===== config.mk =====
export PLATFORM = sky130hd
export DESIGN_NAME = axil_master_bridge
export DESIGN_NICKNAME = d
export VERILOG_FILES = /design/src/rtl/soc_bus_pkg.sv /design/src/rtl/bus_timeout_ctr.sv /design/src/rtl/axil_master_bridge.sv
export SDC_FILE = /design/constraint.sdc
export NUM_CORES = 1
export LEC_CHECK = 0
export BUFFER_PORTS_ARGS = -buffer_cell sky130_fd_sc_hd__buf_2
export CORE_MARGIN = 8
export CORE_UTILIZATION = 40
export CTS_BUF_LIST = sky130_fd_sc_hd__clkbuf_8
export CTS_CLUSTER_SIZE = 12
export DETAILED_ROUTE_END_ITERATION = 8
export GPL_TIMING_DRIVEN = 0
export PLACE_DENSITY = 0.67
export SLEW_MARGIN = 30
export SYNTH_ARGS = -nofsm -noshare
export SYNTH_HDL_FRONTEND = slang
export SYNTH_SLANG_ARGS = --single-unit

===== constraint.sdc =====
create_clock -name clk -period 3.1 [get_ports clk]
set_input_delay 0.62 -clock clk [delete_from_list [all_inputs] [get_ports clk]]
set_output_delay 0.62 -clock clk [all_outputs]
set_load 0.01 [all_outputs]

===== src/rtl/soc_bus_pkg.sv =====
// Shared SoC bus definitions: bridge FSM states, default bus timeout and
// the peripheral address map fields used by the decoders.
package soc_bus_pkg;

    typedef enum logic [2:0] {
        ST_IDLE,
        ST_WR,
        ST_WR_RESP,
        ST_RD_ADDR,
        ST_RD_DATA,
        ST_RESP
    } bridge_state_t;

    localparam int          DEFAULT_TIMEOUT_CYCLES = 256;
    localparam logic [31:0] PERIPH_BASE            = 32'h1000_0000;
    localparam int          SLOT_MSB               = 14;
    localparam int          SLOT_LSB               = 12;

    function automatic logic [SLOT_MSB-SLOT_LSB:0] slot_sel(input logic [31:0] addr);
        return addr[SLOT_MSB:SLOT_LSB];
    endfunction

endpackage


===== src/rtl/bus_timeout_ctr.sv =====
// Wait-state cycle counter. expired flags the cycle in which the number of
// enabled cycles since clear reaches LIMIT; LIMIT = 0 never expires.
module bus_timeout_ctr #(
    parameter int LIMIT = 256
) (
    input  logic clk,
    input  logic rst_n,
    input  logic clear,
    input  logic enable,
    output logic expired
);

    localparam int W = (LIMIT > 0) ? $clog2(LIMIT + 1) : 1;

    logic [W-1:0] cnt_reg;

    // The count stops one short of the limit, so expired stays asserted in
    // every later enabled cycle until a clear.
    always_ff @(posedge clk or negedge rst_n) begin
        if (!rst_n) begin
            cnt_reg <= '0;
        end else if (clear) begin
            cnt_reg <= '0;
        end else if (enable && !expired) begin
            cnt_reg <= cnt_reg + W'(1);
        end
    end

    assign expired = (LIMIT > 0) && enable && ((32'(cnt_reg) + 32'd1) == 32'(LIMIT));

endmodule


===== src/rtl/axil_master_bridge.sv =====
// Core OBI-style data request to AXI4-Lite master bridge with one outstanding
// access and a wait-state timeout that turns hung slaves into error responses.
module axil_master_bridge
    import soc_bus_pkg::*;
#(
    parameter int          TIMEOUT_CYCLES = DEFAULT_TIMEOUT_CYCLES,
    parameter logic [31:0] ERR_RDATA      = 32'h0000_0000
) (
    input  logic        clk,
    input  logic        rst_n,
    input  logic        core_req,
    output logic        core_gnt,
    input  logic [31:0] core_addr,
    input  logic        core_we,
    input  logic [3:0]  core_be,
    input  logic [31:0] core_wdata,
    output logic        core_rvalid,
    output logic [31:0] core_rdata,
    output logic        core_err,
    output logic [31:0] m_awaddr,
    output logic        m_awvalid,
    input  logic        m_awready,
    output logic [31:0] m_wdata,
    output logic [3:0]  m_wstrb,
    output logic        m_wvalid,
    input  logic        m_wready,
    input  logic        m_bvalid,
    output logic        m_bready,
    output logic [31:0] m_araddr,
    output logic        m_arvalid,
    input  logic        m_arready,
    input  logic [31:0] m_rdata,
    input  logic        m_rvalid,
    output logic        m_rready
);

    bridge_state_t state_reg, state_next;
    logic          aw_done_reg, aw_done_next;
    logic          w_done_reg, w_done_next;
    logic [31:0]   addr_reg, wdata_reg;
    logic [3:0]    be_reg;
    logic [31:0]   rdata_reg, rdata_next;
    logic          err_reg, err_next;
    logic          aw_hs, w_hs;
    logic          tmo_en, tmo_expired;

    assign core_gnt  = core_req & (state_reg == ST_IDLE);
    assign m_awvalid = (state_reg == ST_WR) & ~aw_done_reg;
    assign m_wvalid  = (state_reg == ST_WR) & ~w_done_reg;
    assign m_bready  = (state_reg == ST_WR_RESP);
    assign m_arvalid = (state_reg == ST_RD_ADDR);
    assign m_rready  = (state_reg == ST_RD_DATA);
    assign m_awaddr  = addr_reg;
    assign m_araddr  = addr_reg;
    assign m_wdata   = wdata_reg;
    assign m_wstrb   = be_reg;

    assign core_rvalid = (state_reg == ST_RESP);
    assign core_rdata  = rdata_reg;
    assign core_err    = err_reg;

    assign aw_hs  = m_awvalid & m_awready;
    assign w_hs   = m_wvalid & m_wready;
    assign tmo_en = state_reg inside {ST_WR, ST_WR_RESP, ST_RD_ADDR, ST_RD_DATA};

    bus_timeout_ctr #(
        .LIMIT (TIMEOUT_CYCLES)
    ) u_timeout (
        .clk     (clk),
        .rst_n   (rst_n),
        .clear   (core_gnt),
        .enable  (tmo_en),
        .expired (tmo_expired)
    );

    always_ff @(posedge clk or negedge rst_n) begin
        if (!rst_n) begin
            state_reg   <= ST_IDLE;
            aw_done_reg <= 1'b0;
            w_done_reg  <= 1'b0;
            addr_reg    <= '0;
            wdata_reg   <= '0;
            be_reg      <= '0;
            rdata_reg   <= '0;
            err_reg     <= 1'b0;
        end else begin
            state_reg   <= state_next;
            aw_done_reg <= aw_done_next;
            w_done_reg  <= w_done_next;
            rdata_reg   <= rdata_next;
            err_reg     <= err_next;
            if (core_gnt) begin
                addr_reg  <= core_addr;
                wdata_reg <= core_wdata;
                be_reg    <= core_be;
            end
        end
    end

    // A handshake in the expiry cycle takes priority over the abort.
    always_comb begin
        state_next   = state_reg;
        rdata_next   = rdata_reg;
        err_next     = err_reg;
        aw_done_next = (state_reg == ST_WR) & (aw_done_reg | aw_hs);
        w_done_next  = (state_reg == ST_WR) & (w_done_reg | w_hs);
        unique case (state_reg)
            ST_IDLE: begin
                if (core_gnt) begin
                    state_next = core_we ? ST_WR : ST_RD_ADDR;
                end
            end
            ST_WR: begin
                if (aw_done_next && w_done_next) begin
                    state_next = ST_WR_RESP;
                end else if (tmo_expired) begin
                    state_next = ST_RESP;
                    rdata_next = '0;
                    err_next   = 1'b1;
                end
            end
            ST_WR_RESP: begin
                if (m_bvalid) begin
                    state_next = ST_RESP;
                    rdata_next = '0;
                    err_next   = 1'b0;
                end else if (tmo_expired) begin
                    state_next = ST_RESP;
                    rdata_next = '0;
                    err_next   = 1'b1;
                end
            end
            ST_RD_ADDR: begin
                if (m_arready) begin
                    state_next = ST_RD_DATA;
                end else if (tmo_expired) begin
                    state_next = ST_RESP;
                    rdata_next = ERR_RDATA;
                    err_next   = 1'b1;
                end
            end
            ST_RD_DATA: begin
                if (m_rvalid) begin
                    state_next = ST_RESP;
                    rdata_next = m_rdata;
                    err_next   = 1'b0;
                end else if (tmo_expired) begin
                    state_next = ST_RESP;
                    rdata_next = ERR_RDATA;
                    err_next   = 1'b1;
                end
            end
            ST_RESP: begin
                state_next = ST_IDLE;
            end
            default: begin
                state_next = ST_IDLE;
            end
        endcase
    end

endmodule

[Word-level counts from Yosys, hierarchy flattened]
Cells that the tools add are included.
Widths: inputs -> output; s select.
Word-level totals
  register bits after elaboration: 115
  latch bits: 0
  bits in writable memories: 0
  ROM bits: 0
  bits of input ports: 109
  output and inout port bits: 140
  logic and storage cells: 61
  memories kept: 0
Cells by class
  $add $sub $neg: 2
  multipliers: 0
  divide/modulo/power cells: 0
  order comparisons: 0
  eq/ne operators: 9
  shifts and indexed selects: 0
  multiplexer cells: 22
  bitwise gates (word level): 11
  reduce and logical (&&, ||, !) cells: 8
Operators with widths (count)
  $mux 32: 5
  $pmux 32 s4: 1
  $eq 32x9->1 const B: 1
  $mux 3: 6
  $mux 9: 2
  $pmux 3 s5: 1
  $add 9x1->10 const B: 1
  $add 9x1->9 const B: 1
  $and 1x1->1: 7
  $eq 3x2->1 const B: 2
  $eq 3x3->1 const B: 2
  $ne 2x2->1 const B: 3
  $mux 1: 5
  $pmux 1 s4: 1
  $reduce_bool 4->1: 1
  $eq 3x1->1 const B: 1
  $logic_and 1x1->1: 3
  $logic_not 3->1: 1
  $reduce_and 3->1: 1
  $mux 2: 1
  $not 1->1: 2
  $or 1x1->1: 2
  $reduce_bool 2->1: 1
  $logic_not 1->1: 1

[Longest topological paths before layout]
  word-level depth: 8
  gate-level depth with buffers: 9
  depth with buffers taken out: 7

[Hierarchy]
Synthesis repeated with hierarchy kept, for this count alone.
Second synthesis, totals
  cells, all modules: 398
  area, all modules: 5103.6 um^2
By module, submodules not included
  axil_master_bridge: times used 1, cells an instance 311, area an instance 4360.4 um^2, sequential area each 2652.5 um^2
  bus_timeout_ctr: times used 1, cells an instance 87, area an instance 743.2 um^2, sequential area each 225.2 um^2

[Worst setup path before layout]
OpenSTA, ideal clock, no wires.
  kind: flip-flop to flip-flop
  from: register u_timeout.cnt_reg[0]
  to: register rdata_reg[22], in the netlist core_rdata[22]
  library setup time: 125 ps
  arrival: 2272 ps
  required time: 2975 ps
  path slack: 704 ps
  cell stages (with the launch flop): 10
  period minus slack after synthesis: 2396 ps
  path through: dfrtp_1 -> ha_1 -> nor3_1 -> a41oi_1 -> a2111o_1 -> a2111oi_4 -> and4_1 -> buf_4 -> buf_4 -> o31ai_1
On the way
  word-level cells in the longest chain between the ends: 6
Ends and longest elaborated chain
  start: declaration: RTL line bus_timeout_ctr.sv:15  | logic [W-1:0] cnt_reg;
  start signal: assignment: RTL line bus_timeout_ctr.sv:25  | cnt_reg <= cnt_reg + W'(1);
  $add 9x1->10 (*): RTL line bus_timeout_ctr.sv:29  | assign expired = (LIMIT > 0) && enable && ((32'(cnt_reg) + 32'd1) == 32'(LIMIT));
  $eq 32x9->1 (*): RTL line bus_timeout_ctr.sv:29
  $logic_and 1x1->1 (*): RTL line bus_timeout_ctr.sv:29
  $mux 32 (*)
  $mux 32, on equally long branches
  $pmux 32 s4 (*)
  end signal: assignment: RTL line axil_master_bridge.sv:90  | rdata_reg <= rdata_next;
  end: declaration: RTL line axil_master_bridge.sv:42  | logic [31:0] rdata_reg, rdata_next;
Every way passes the cells marked *; elsewhere a longest branch is shown, timed or not. The select of a mux whose other input is x is not followed.
A chain may end at the register's enable or synchronous reset.

[Final worst setup path]
  from: register state_reg[0]
  to: output port core_gnt
On the way
  word-level cells in the longest chain between the ends: 2
Ends and longest elaborated chain
  start: declaration: RTL line axil_master_bridge.sv:37  | bridge_state_t state_reg, state_next;
  start signal: assignment: RTL line axil_master_bridge.sv:87  | state_reg <= state_next;
  $logic_not 3->1: RTL line axil_master_bridge.sv:47  | assign core_gnt = core_req & (state_reg == ST_IDLE);
  $and 1x1->1: RTL line axil_master_bridge.sv:47
  end: declaration: RTL line axil_master_bridge.sv:12  | output logic core_gnt,
Every way passes these cells.

==> flow_metrics.env <==
export IMPL_layout_commonest_cell="buf_2"
export IMPL_synth_nets=755
export IMPL_synth_top_area_share=0.525
export IMPL_postPlaceCellArea_um2=6970
export IMPL_synth_distinct_cells=49
export IMPL_cts_tree="done"
export IMPL_grt_use_total=0.195
export IMPL_stdcell_area_um2=7340
export IMPL_clockBufferDepth=2
export IMPL_grt_busiest_layer="met2"
export IMPL_netlist_area_um2=5480
export IMPL_grt_pass1_wl_mm=28.0
export IMPL_ys_seq_area_frac=0.525
export IMPL_wirelength_mm=17.3
export IMPL_criticalPathCategory="flip-flop to output port"
export IMPL_yosysTopAreaCell="dfrtp_1"
export IMPL_die_area_um2=17700
export IMPL_fillers=1292
export IMPL_met1_usage=0.219
export IMPL_drv_slew=0
export IMPL_hold_viol_final=0
export IMPL_synth_async_reset_ratio=1.00
export IMPL_fin_crit_ns=2.82
export IMPL_stdcell_count=1099
export IMPL_crit_fanout=18
export IMPL_outcome="finished clean"
export IMPL_crit_required_ns=2.48
export IMPL_syn2layout_area_growth_pct=34.0
export IMPL_cts_root_buf="clkbuf_8"
export IMPL_dr_pass1_iters=4
export IMPL_drc=0
export IMPL_critPathArrivalTime_ns=2.20
export IMPL_postCtsHoldBufs=0
export IMPL_grtUsageMet2=0.339
export IMPL_vias=5228
export IMPL_cts_buffers=17
export IMPL_start_util=0.412
export IMPL_grt_pass1_vias=5270
export IMPL_fmax_mhz=355
export IMPL_drive_gt1_frac=0.349
export IMPL_synth_area_leaders="dfrtp_1 (53%), nand2_1 (15%), buf_4 (4.9%)"
export IMPL_drt_iter0_markers=340
export IMPL_die_h_um=133
export IMPL_overflow=0
export IMPL_layout_nets=1020
export IMPL_clock_sinks=115
export IMPL_post_drt_wl_per_cell_um=15.7
export IMPL_globalplace_congestion=0.823
export IMPL_fin_crit_sh=0.910
export IMPL_drtAntennaViolNets=0
export IMPL_ys_flop_type="dfrtp_1"
export IMPL_synth_edff_count=0
export IMPL_powerDensity_nw_per_um2=989
export IMPL_antenna_found_initial=2
export IMPL_hp_class="input pin to asynchronous set/reset pin"
export IMPL_cts_max_level=4
export IMPL_fp_dieW_um=133
export IMPL_clock_latency_ns=0.44
export IMPL_io_buffers=247
export IMPL_num_rows=42
export IMPL_grt_max_degree=59
export IMPL_syn_avg_cell_area_um2=8.51
export IMPL_relSlewSlack=0.586
export IMPL_cap_violations=0
export IMPL_ir_drop_v=0.000495
export IMPL_crit_path_start_kind="flip-flop"
export IMPL_finClkSkew_ns=0.00971
export IMPL_clk_pin_slew_ns=0.07
export IMPL_grt_util_met3=0.0594
export IMPL_p_leak_nw=4.10
export IMPL_place_inst=1068
export IMPL_rsz0062_at_grt="false"
export IMPL_endpoint_kind="output port"
export IMPL_yosysWarnings=0
export IMPL_tightestPinTransition_ns=0.621
export IMPL_viasPerCell=4.76
export IMPL_layout_common_cells="buf_2 (248), nand2_1 (221), dfrtp_1 (115)"
export IMPL_core_um2=13300
export IMPL_synthCells=644
export IMPL_yosys_register_bits=115
export IMPL_io_pin_count=249
export IMPL_setup_viol=0
export IMPL_dp_hpwl_mm=13.2
==> path summary, 6_finish.rpt <==
path	startpoint	to	slack, ns	cells after the start
min in group clk	core_wdata[18]	m_wdata[18]$_DFFE_PN0P_	0.37	3
worst min register to register	m_wdata[4]$_DFFE_PN0P_	m_wdata[4]$_DFFE_PN0P_	0.47	2
worst min-delay path	rst_n	core_rdata[24]$_DFFE_PN0P_	0.09	1
worst max-delay path	state_reg[0]$_DFFE_PN0P_	core_gnt	0.28	6
max in group asynchronous	rst_n	m_araddr[9]$_DFFE_PN0P_	2.37	2
worst max register to register	u_timeout.cnt_reg[0]$_DFFE_PN0P_	core_rdata[21]$_DFFE_PN0P_	0.40	9
==> Yosys cell counts (3+ instances only) <==
cell,instances
nand2_1,221
dfrtp_1,115
o21ai_0,12
a21oi_1,39
o31ai_1,31
a31oi_1,3
buf_4,36
inv_1,39
nor3_1,7
a211oi_1,3
nor2_1,16
clkbuf_1,34
nor2b_1,3
mux2i_1,4
nand3_1,39
==> kinds of logic after synthesis <==
kind of cell,after synthesis,synth area share
buffers and inverters,113,0.104
muxes,4,0.00731
xor gates and xnor gates,2,0.00320
AOI/OAI and AO/OA,102,0.122
and+or+nand+nor,306,0.234
adders and majority gates,2,0.00457
DFF,115,0.525
==> layer usage <==
metal,part of all wire,vias up
met5,0,-
met4,0.020,0
met3,0.058,23
met2,0.52,152
met1,0.40,2445
li1,-,2608
==> metrics by stage <==
step	total power, mW	setup WS (ns)	hold WS [ns]	setup TNS, ns	utilization
floorplan	4.58	0.704	0.324	0	-
global route	7.85	0.0324	0.109	0	0.552
finish	7.26	0.279	0.0934	0	0.552
global placement	5.95	-0.0653	0.453	-6.72	0.522
detailed placement	6.01	0.392	0.456	0	0.524
CTS	7.35	0.116	0.0996	0	0.552
==> area by class of cell <==
type                    instances  area (um2)  share of cell area
flip-flops and latches        115        2880               0.392
clock buffers                  18         248              0.0338
diodes                          2        5.00            0.000682
clock inverters                13         121              0.0165
repair buffers                248        1270               0.174
plain buffers                  71         412              0.0561
multi-input cells             416        2030               0.277
well taps                     176         220              0.0300
inverters                      40         150              0.0205
==> power breakdown <==
group          internal [mW]  leakage [nW]  total [mW]  switching [mW]
Sequential              2.16          1.47        2.60           0.436
Combinational           1.43          2.44        3.33            1.90
Clock                  0.714         0.190        1.33           0.619
==> worst max-delay path, stage by stage (launching register included) <==
cell,delay [ns]
dfrtp_1,0.43
or2_2,0.28
clkbuf_1,0.17
nor2_1,0.25
nand2_1,0.12
inv_2,0.30
buf_2,0.21
==> timing repair <==
| item | in CTS | in global routing |
|---|---|---|
| setup endpoints to repair | 2 | 1 |
| resized for setup | 1 | 0 |
| buffers inserted | 0 | 0 |
No activity file was read; power rests on OpenSTA's default activity.
